[src/rtl/prim_run_pkg.sv]
// Shared types and default widths for the run controller.
// Optional breakpoint support is enabled by defining PRIM_RUN_CTRL_BKPT_EN.
package prim_run_pkg;

  localparam int CNT_W_DEF = 16;
  localparam int CYC_W_DEF = 32;

  typedef enum logic [1:0] {
    OP_STOP  = 2'd0,
    OP_RUN   = 2'd1,
    OP_STEP  = 2'd2,
    OP_RUN_N = 2'd3
  } run_op_e;

  typedef enum logic [1:0] {
    ST_IDLE  = 2'd0,
    ST_RUN   = 2'd1,
    ST_STEP  = 2'd2,
    ST_COUNT = 2'd3
  } run_state_e;

endpackage

[src/rtl/prim_run_cycle_cnt.sv]
// Clearable, enable-gated, wrapping counter of enabled device cycles.
// Used by prim_run_ctrl; no dependency on PRIM_RUN_CTRL_BKPT_EN.
module prim_run_cycle_cnt #(
  parameter int CYC_W = 32
) (
  input  logic             clk_i,
  input  logic             rst_i,
  input  logic             clr_i,
  input  logic             en_i,
  output logic [CYC_W-1:0] cnt_o
);

  logic [CYC_W-1:0] cnt_d;
  logic [CYC_W-1:0] cnt_q;

  // Clear wins over counting; the count wraps silently at 2^CYC_W.
  always_comb begin
    cnt_d = cnt_q;
    if (clr_i) begin
      cnt_d = '0;
    end else if (en_i) begin
      cnt_d = cnt_q + CYC_W'(1);
    end
  end

  // Counter register with synchronous reset.
  always_ff @(posedge clk_i) begin
    if (rst_i) begin
      cnt_q <= '0;
    end else begin
      cnt_q <= cnt_d;
    end
  end

  assign cnt_o = cnt_q;

endmodule

[src/rtl/prim_run_ctrl.sv]
// Run controller driving primitive_device's enable: free run, single step,
// run-for-N and stop, with an enabled-cycle counter and completion pulse.
// Define PRIM_RUN_CTRL_BKPT_EN to add a result-match breakpoint.
module prim_run_ctrl
  import prim_run_pkg::*;
#(
  parameter int CNT_W = CNT_W_DEF,
  parameter int CYC_W = CYC_W_DEF
) (
  input  logic             clk_i,
  input  logic             rst_i,
  input  logic             cmd_valid_i,
  output logic             cmd_ready_o,
  input  logic [1:0]       cmd_op_i,
  input  logic [CNT_W-1:0] cmd_cnt_i,
  input  logic [31:0]      result_i,
`ifdef PRIM_RUN_CTRL_BKPT_EN
  input  logic [31:0]      bkpt_val_i,
  input  logic             bkpt_en_i,
  output logic             bkpt_hit_o,
`endif
  output logic             en_o,
  output logic             busy_o,
  output logic             done_o,
  output logic             err_o,
  output logic [CYC_W-1:0] cycles_o
);

  run_state_e       state_d, state_q;
  logic [CNT_W-1:0] remaining_d, remaining_q;
  logic             done_d, done_q;
  logic             err_d, err_q;
  logic             cyc_clr;
  logic             active;
  logic             bkpt_match;
  run_op_e          op;

`ifdef PRIM_RUN_CTRL_BKPT_EN
  logic             bkpt_hit_d, bkpt_hit_q;

  // A breakpoint fires when enabled and the device result equals the target.
  always_comb begin
    bkpt_match = bkpt_en_i && (result_i == bkpt_val_i);
  end
`else
  logic             unused_result;

  assign unused_result = ^result_i;

  // Without breakpoint support nothing can interrupt a run except STOP.
  always_comb begin
    bkpt_match = 1'b0;
  end
`endif

  assign active      = (state_q != ST_IDLE);
  assign cmd_ready_o = ~rst_i;
  assign en_o        = active;
  assign busy_o      = active;
  assign done_o      = done_q;
  assign err_o       = err_q;

  // Next-state, budget and pulse logic; STOP/breakpoint and natural completion
  // share one exit path so a coincident STOP yields a single done pulse.
  always_comb begin
    op          = run_op_e'(cmd_op_i);
    state_d     = state_q;
    remaining_d = remaining_q;
    done_d      = 1'b0;
    err_d       = 1'b0;
    cyc_clr     = 1'b0;
`ifdef PRIM_RUN_CTRL_BKPT_EN
    bkpt_hit_d  = bkpt_hit_q;
`endif

    if (active && cmd_valid_i && (op != OP_STOP)) begin
      err_d = 1'b1;
    end

    case (state_q)
      ST_IDLE: begin
        if (cmd_valid_i && (op != OP_STOP)) begin
          cyc_clr = 1'b1;
`ifdef PRIM_RUN_CTRL_BKPT_EN
          bkpt_hit_d = 1'b0;
`endif
          case (op)
            OP_RUN:  state_d = ST_RUN;
            OP_STEP: state_d = ST_STEP;
            default: begin
              if (cmd_cnt_i != '0) begin
                state_d     = ST_COUNT;
                remaining_d = cmd_cnt_i;
              end else begin
                done_d = 1'b1;
              end
            end
          endcase
        end
      end
      ST_RUN: begin
        if ((cmd_valid_i && (op == OP_STOP)) || bkpt_match) begin
          state_d = ST_IDLE;
          done_d  = 1'b1;
`ifdef PRIM_RUN_CTRL_BKPT_EN
          if (bkpt_match) begin
            bkpt_hit_d = 1'b1;
          end
`endif
        end
      end
      ST_STEP: begin
        state_d = ST_IDLE;
        done_d  = 1'b1;
      end
      default: begin
        if ((cmd_valid_i && (op == OP_STOP)) || bkpt_match ||
            (remaining_q == CNT_W'(1))) begin
          state_d     = ST_IDLE;
          remaining_d = '0;
          done_d      = 1'b1;
`ifdef PRIM_RUN_CTRL_BKPT_EN
          if (bkpt_match) begin
            bkpt_hit_d = 1'b1;
          end
`endif
        end else begin
          remaining_d = remaining_q - CNT_W'(1);
        end
      end
    endcase
  end

  // State, budget and pulse registers with synchronous reset; reset aborts
  // any run without a done pulse.
  always_ff @(posedge clk_i) begin
    if (rst_i) begin
      state_q     <= ST_IDLE;
      remaining_q <= '0;
      done_q      <= 1'b0;
      err_q       <= 1'b0;
    end else begin
      state_q     <= state_d;
      remaining_q <= remaining_d;
      done_q      <= done_d;
      err_q       <= err_d;
    end
  end

`ifdef PRIM_RUN_CTRL_BKPT_EN
  // Sticky breakpoint flag, cleared by the next accepted start command.
  always_ff @(posedge clk_i) begin
    if (rst_i) begin
      bkpt_hit_q <= 1'b0;
    end else begin
      bkpt_hit_q <= bkpt_hit_d;
    end
  end

  assign bkpt_hit_o = bkpt_hit_q;
`endif

  prim_run_cycle_cnt #(
    .CYC_W(CYC_W)
  ) u_cycle_cnt (
    .clk_i (clk_i),
    .rst_i (rst_i),
    .clr_i (cyc_clr),
    .en_i  (active),
    .cnt_o (cycles_o)
  );

endmodule
[config.mk]
export PLATFORM = sky130hd
export DESIGN_NAME = prim_run_ctrl
export DESIGN_NICKNAME = d
export VERILOG_FILES = /design/src/rtl/prim_run_pkg.sv /design/src/rtl/prim_run_cycle_cnt.sv /design/src/rtl/prim_run_ctrl.sv
export SDC_FILE = /design/constraint.sdc
export NUM_CORES = 1
export LEC_CHECK = 0
export BUFFER_PORTS_ARGS = -buffer_cell sky130_fd_sc_hd__buf_2
export CAP_MARGIN = 20
export CORE_UTILIZATION = 51
export CTS_CLUSTER_DIAMETER = 60
export DETAILED_ROUTE_END_ITERATION = 10
export PLACE_DENSITY_LB_ADDON = 0.08
export SKIP_LAST_GASP = 1
export SLEW_MARGIN = 20
export SYNTH_ARGS = -nofsm -noshare
export SYNTH_HDL_FRONTEND = slang
export SYNTH_SLANG_ARGS = --single-unit
[constraint.sdc]
create_clock -name clk_i -period 2.9 [get_ports clk_i]
set_clock_uncertainty 0.05 [all_clocks]
set_input_delay 0.58 -clock clk_i [delete_from_list [all_inputs] [get_ports clk_i]]
set_output_delay 0.58 -clock clk_i [all_outputs]
set_load 0.1 [all_outputs]
==> results.yml, run 1 <==
power:
  p_int_mw: 1.640
  comb_power_share: 0.508
  power_leakage_nw: 1.288
  power.share.clock: 0.179
  swShare: 0.4492
  ir_drop_v: 0.0005046
  p_seq_frac: 0.313
  power_density_nw_per_um2: 888.8
  p_sw_mw: 1.338
timing:
  hold_viol: 0
  slew_headroom: 0.5297
  fin_crit_ns: 2.448
  fin_setup_tns_ns: 0
  layout_setup_ws_ns: 0.4520
  setup_violations: 0
  rsz0062_at_grt: "no"
  final_max_slew_viol_count: 0
  tightest_slew_ns: 0.7028
  post-route-period-util: 0.8441
  fmax_mhz: 408.5
clock_network:
  cts.repair.resized: 0
  postCtsSetupRepairBufs: 0
  insertion_delay_ns: 0.31
  cts_num_sinks: 52
  clock_path_buffers: 2
  cts_hold_buf: 0
  cts_tree: "built"
  cts-root-buf: "clkbuf_8"
  htree_num_levels: 2
  cts_made_buffers: 5
  clkTransAtPathRegs_ns: 0.09
setup_path:
  worstPathCellList: "inv_1 -> ha_1 -> inv_1 -> buf_4 -> buf_2"
  start_kind: "register"
  slowest_delay_ns: 0.42
  path_buf_inv: 4
  end_kind: "output pin"
  crit_required_ns: 2.27
  worstPathMaxFanout: 7
  cp.arrival_ns: 1.82
  rr_worst_depth: 7
  path_common_cell: "inv_1"
  path_class: "register to output pin"
  cp_top_family: "buffers and inverters"
  worst_path_max_delay_cell: "buf_2"
  crit_cells: 5
synthesis:
  yosysWarnings: 0
  synth_area_um2: 2875
  ys_ff_latch: 52
  synth.distinct_cells: 51
  synth_ff_type: "dfxtp_1"
  ys_seq_area_frac: 0.3621
  ys_async_sr_fraction: 0
  syn_nets: 410
  synth_edf_count: 0
  synth.avg_cell_area_um2: 8.286
  synthCells: 347
place:
  dp_hpwl_mm: 4.673
  place_inst: 464
  globalplace.congestion: 0.8235
  place_ws_ns: 0.2223
  portBuffers: 57
final_layout:
  fillers: 487
  syn_to_final_growth_pct: 16.54
  diodes: 0
  final_core_util: 0.6358
  layout-drive-gt1-share: 0.2114
  nNetsFinal: 464
  layout.cells.non_filler: 472
route:
  drc_errors: 0
  avgViaCountPerCell: 5.856
  antenna_left: 0
  dr_total_vias: 2764
  drt_wl_total_mm: 6.710
  wl_per_cell_um: 14.22
  firstDrtPassIters: 4
  drt_first_iter_violations: 149
die:
  fp.coreArea_um2: 5270
  die_y_um: 77.09
  pin_count: 90
  rows: 26
  initial_utilization: 0.5456
  fp.dieArea_um2: 5942
  die_w_um: 77.09
min_path:
  whs_path_depth: 2
  hold_path.class: "register to register"
outcome:
  status: "finished clean"
job:
  drv_cap: 0
global_route:
  grt_pass1_vias: 2533
  antenna_found_initial: 0
  grt_usage: 0.2303
  grt_first_pass_wirelength_mm: 11.25
  grt-ovfl-total: 0
  grt_start_max_net_pins: 33
==> synthesized netlist by cell type, types with 2 or more instances <==
cell,n,area [µm²]
xnor2_1,21,183.9
a211oi_1,5,37.54
nand2b_1,3,18.77
nand4b_1,2,17.52
a21oi_1,23,115.1
a32oi_1,4,35.03
xor2_1,8,70.07
buf_6,3,33.78
clkbuf_1,12,45.04
o21ai_0,12,60.06
nor4_1,12,75.07
dfxtp_1,52,1041
a221oi_1,3,26.28
nor3_1,17,85.08
or3_1,9,56.30
nand3_1,8,40.04
nand2_1,30,112.6
buf_4,2,15.01
nor4_2,2,25.02
inv_1,15,56.30
o32ai_1,9,78.83
nand4_1,11,68.82
a22oi_1,3,22.52
and2_1,2,12.51
nor2_1,39,146.4
ha_1,10,125.1
and4_1,5,43.79
or3b_2,2,17.52
==> final timing paths <==
| check | from | to | slack, ns |
|---|---|---|---|
| worst max-delay path | state_q[0] | busy_o | 0.45 |
| worst min-delay path | remaining_q[10] | remaining_q[10] | 0.43 |
| worst max register to register | state_q[0] | remaining_q[0] | 0.50 |
| worst min register to register | remaining_q[10] | remaining_q[10] | 0.43 |
==> through the flow <==
stage               hold slack (ns)  power [mW]  instance area (µm²)
global route                 0.4694       3.155                 3351
detailed placement           0.4268       2.434                 3229
CTS                          0.4404       2.982                 3351
floorplan                    0.4026       2.135                 2875
finish                       0.4344       2.978                 3351
global placement             0.4210       2.419                 3229
==> registers in the layout, indices dropped and copies added (netlist names) <==
register / cells
u_cycle_cnt.cnt_o: 32
remaining_q: 16
state_q: 2
err_o: 1
done_o: 1
==> kinds of logic (layout without fill, tap and decap cells) <==
logic type	Yosys count	count (layout)	synth area share
buf+inv	34	89	0.05526
simple gates	153	153	0.2846
compound gates	68	68	0.1628
mux	1	1	0.003481
fa+ha+maj	10	10	0.04352
flops	52	52	0.3621
xor+xnor	29	29	0.08834
==> worst min-delay path, stage by stage, from the launching register on <==
cell	delay (ns)
dfxtp_1	0.33
nand2_1	0.06
o32ai_1	0.05
==> final cells by class <==
type / instances / area (µm²) / area share
clock buffer: 6 / 82.58 / 0.02465
multi-input combinational: 261 / 1679 / 0.5011
timing repair buffer: 66 / 365.4 / 0.1090
inverter: 15 / 56.30 / 0.01680
tap: 70 / 87.58 / 0.02614
sequential: 52 / 1041 / 0.3107
clock inverter: 2 / 38.79 / 0.01158
==> power by group through the flow <==
stage	clock (mW)	combinational [mW]	sequential (mW)
floorplan	0	1.12	1.01
global placement	0	1.48	0.942
detailed placement	0	1.49	0.944
CTS	0.548	1.50	0.930
global route	0.563	1.64	0.949
finish	0.534	1.51	0.933
==> layer usage <==
metal,part of all wire,global-route usage,vias to the layer above
met2,0.49,0.4134,77
li1,-,-,1370
met1,0.45,0.2747,1311
met3,0.048,0.04048,6
met5,0,0,-
met4,0.010,0.07736,0
==> placed cells by master, fill, tap and decap left out, types with 6 or more instances in the layout <==
cell type / count
nand3_1: 8
ha_1: 10
nor4_1: 12
nand2_1: 30
nor2_1: 39
clkbuf_8: 6
nand4_1: 11
o32ai_1: 9
a21oi_1: 23
o21ai_0: 12
buf_4: 8
xnor2_1: 21
or3_1: 9
xor2_1: 8
buf_2: 57
inv_1: 15
nor3_1: 17
dfxtp_1: 52
Power figures use the tool's default switching activity.
==> run 2, diff against run 1 <==
Settings changed: CORE_UTILIZATION 51 to 46.
Clock period 2.9 ns to 2.05 ns, I/O delays scaled along.
==> results.yml, run 2 (synthesis gave the netlist of run 1 again) <==
outcome:
  status: "finished clean"
power:
  p_total_mw: 4.789
  ir_drop_v: 0.0008609
  power_density_nw_per_um2: 1247
  power_leakage_nw: 1.506
place:
  place_inst: 502
  portBuffers: 57
  dp_hpwl_mm: 5.239
  globalplace.congestion: 0.7977
final_layout:
  final_common_cell: "buf_2"
  nNetsFinal: 503
  multi_input_area_um2: 1824
  register_area_um2: 1087
  mostFrequentLayoutCells: "buf_2 (57), buf_4 (41), nor2_1 (39)"
  fillers: 554
  syn_to_final_growth_pct: 33.59
  final_core_util: 0.6412
  layout-drive-gt1-share: 0.3991
  diodes: 0
  layout.cells.non_filler: 516
  largest_reg_flops: 32
timing:
  hold_viol: 0
  slew_headroom: 0.6784
  setup_violations: 0
  rsz0062_at_grt: "yes"
  post-route-period-util: 0.9859
  final_max_slew_viol_count: 0
  fin_crit_ns: 2.021
  fmax_mhz: 494.8
  tightest_slew_ns: 0.4784
  hold_slack_ns: 0.3445
die:
  fp.coreArea_um2: 5991
  pin_count: 90
  die_y_um: 81.06
  die_w_um: 81.06
  initial_utilization: 0.4799
  rows: 28
  fp.dieArea_um2: 6571
setup_path:
  start_kind: "register"
  path_class: "register to output pin"
  cp.arrival_ns: 1.56
  crit_required_ns: 1.59
  end_kind: "output pin"
  worstPathMaxFanout: 7
global_route:
  grt_pass1_vias: 2552
  grt_first_pass_wirelength_mm: 12.03
  antenna_found_initial: 0
  grt_usage: 0.2320
  grt_start_max_net_pins: 33
  grt-ovfl-total: 0
clock_network:
  insertion_delay_ns: 0.31
  clock_path_buffers: 2
  cts_num_sinks: 52
  cts_tree: "built"
  htree_num_levels: 2
  cts_hold_buf: 0
  clkTransAtPathRegs_ns: 0.10
  cts-root-buf: "clkbuf_8"
  cts_made_buffers: 5
job:
  drv_cap: 0
route:
  antenna_left: 0
  wl_per_cell_um: 14.48
  firstDrtPassIters: 4
  drt_first_iter_violations: 92
  drc_errors: 0
  avgViaCountPerCell: 5.624
  dr_total_vias: 2902
  drt_wl_total_mm: 7.472
min_path:
  hold_path.class: "input port to register"
-- run 2: cell types whose count changed in the layout (fill, tap and decap cells not counted), sizes merged --
cell / before / now
clkinvlp: 0 / 2
buf: 66 / 104
bufinv: 1 / 0
inv: 15 / 14
o21ai: 14 / 15
-- run 2: routing by layer --
| metal | share of wire | vias to the layer above | GRT usage |
|---|---|---|---|
| met2 | 0.51 | 63 | 0.4042 |
| met5 | 0 | - | 0 |
| met4 | 0.0087 | 0 | 0.06071 |
| met1 | 0.45 | 1378 | 0.2945 |
| met3 | 0.038 | 6 | 0.03820 |
| li1 | - | 1455 | - |
-- run 2: timing repair --
item                                    CTS  global route
gates cloned                              0             2
pin swaps                                 0            10
gates resized for setup                   4            23
setup buffers                             0             4
endpoints found under the setup margin    9            23
-- run 2: cell type report --
| class | instances | area share |
|---|---|---|
| multi-input combinational | 262 | 0.4749 |
| tap | 75 | 0.02443 |
| inverter | 15 | 0.01564 |
| sequential | 52 | 0.2831 |
| clock buffer | 6 | 0.01889 |
| timing repair buffer | 104 | 0.1788 |
| clock inverter | 2 | 0.004235 |
-- run 2: report_power, final --
part / switching (mW) / total (mW) / internal (mW)
clock: 0.360 / 0.604 / 0.244
sequential: 0.155 / 1.32 / 1.16
combinational: 1.63 / 2.87 / 1.24
-- run 2: stage by stage --
step                      worst slack [ns]  instance area, µm²  TNS (ns)
final                              0.02881                3841         0
after global routing              -0.04744                3841   -0.3097
after CTS                         -0.05328                3680  -0.05471
after detailed placement           -0.3574                3571    -5.388
after global placement             -0.3192                3571    -5.014
after floorplan                    -0.3111                2943    -5.030
-- run 2: worst max-delay path, cell delays in order (launching register included) --
cell and delay (ns):
dfxtp_2 0.37, inv_2 0.06, ha_4 0.18, clkinvlp_4 0.07, buf_4 0.15, buf_2 0.43
-- run 2: final timing paths --
check	depth (start not counted)	to	slack (ns)	start
max reg2reg	8	remaining_q[8]	0.04	remaining_q[1]
min reg2reg	2	u_cycle_cnt.cnt_o[14]	0.45	u_cycle_cnt.cnt_o[14]
max	5	busy_o	0.03	state_q[1]
min	3	remaining_q[15]	0.34	cmd_cnt_i[15]
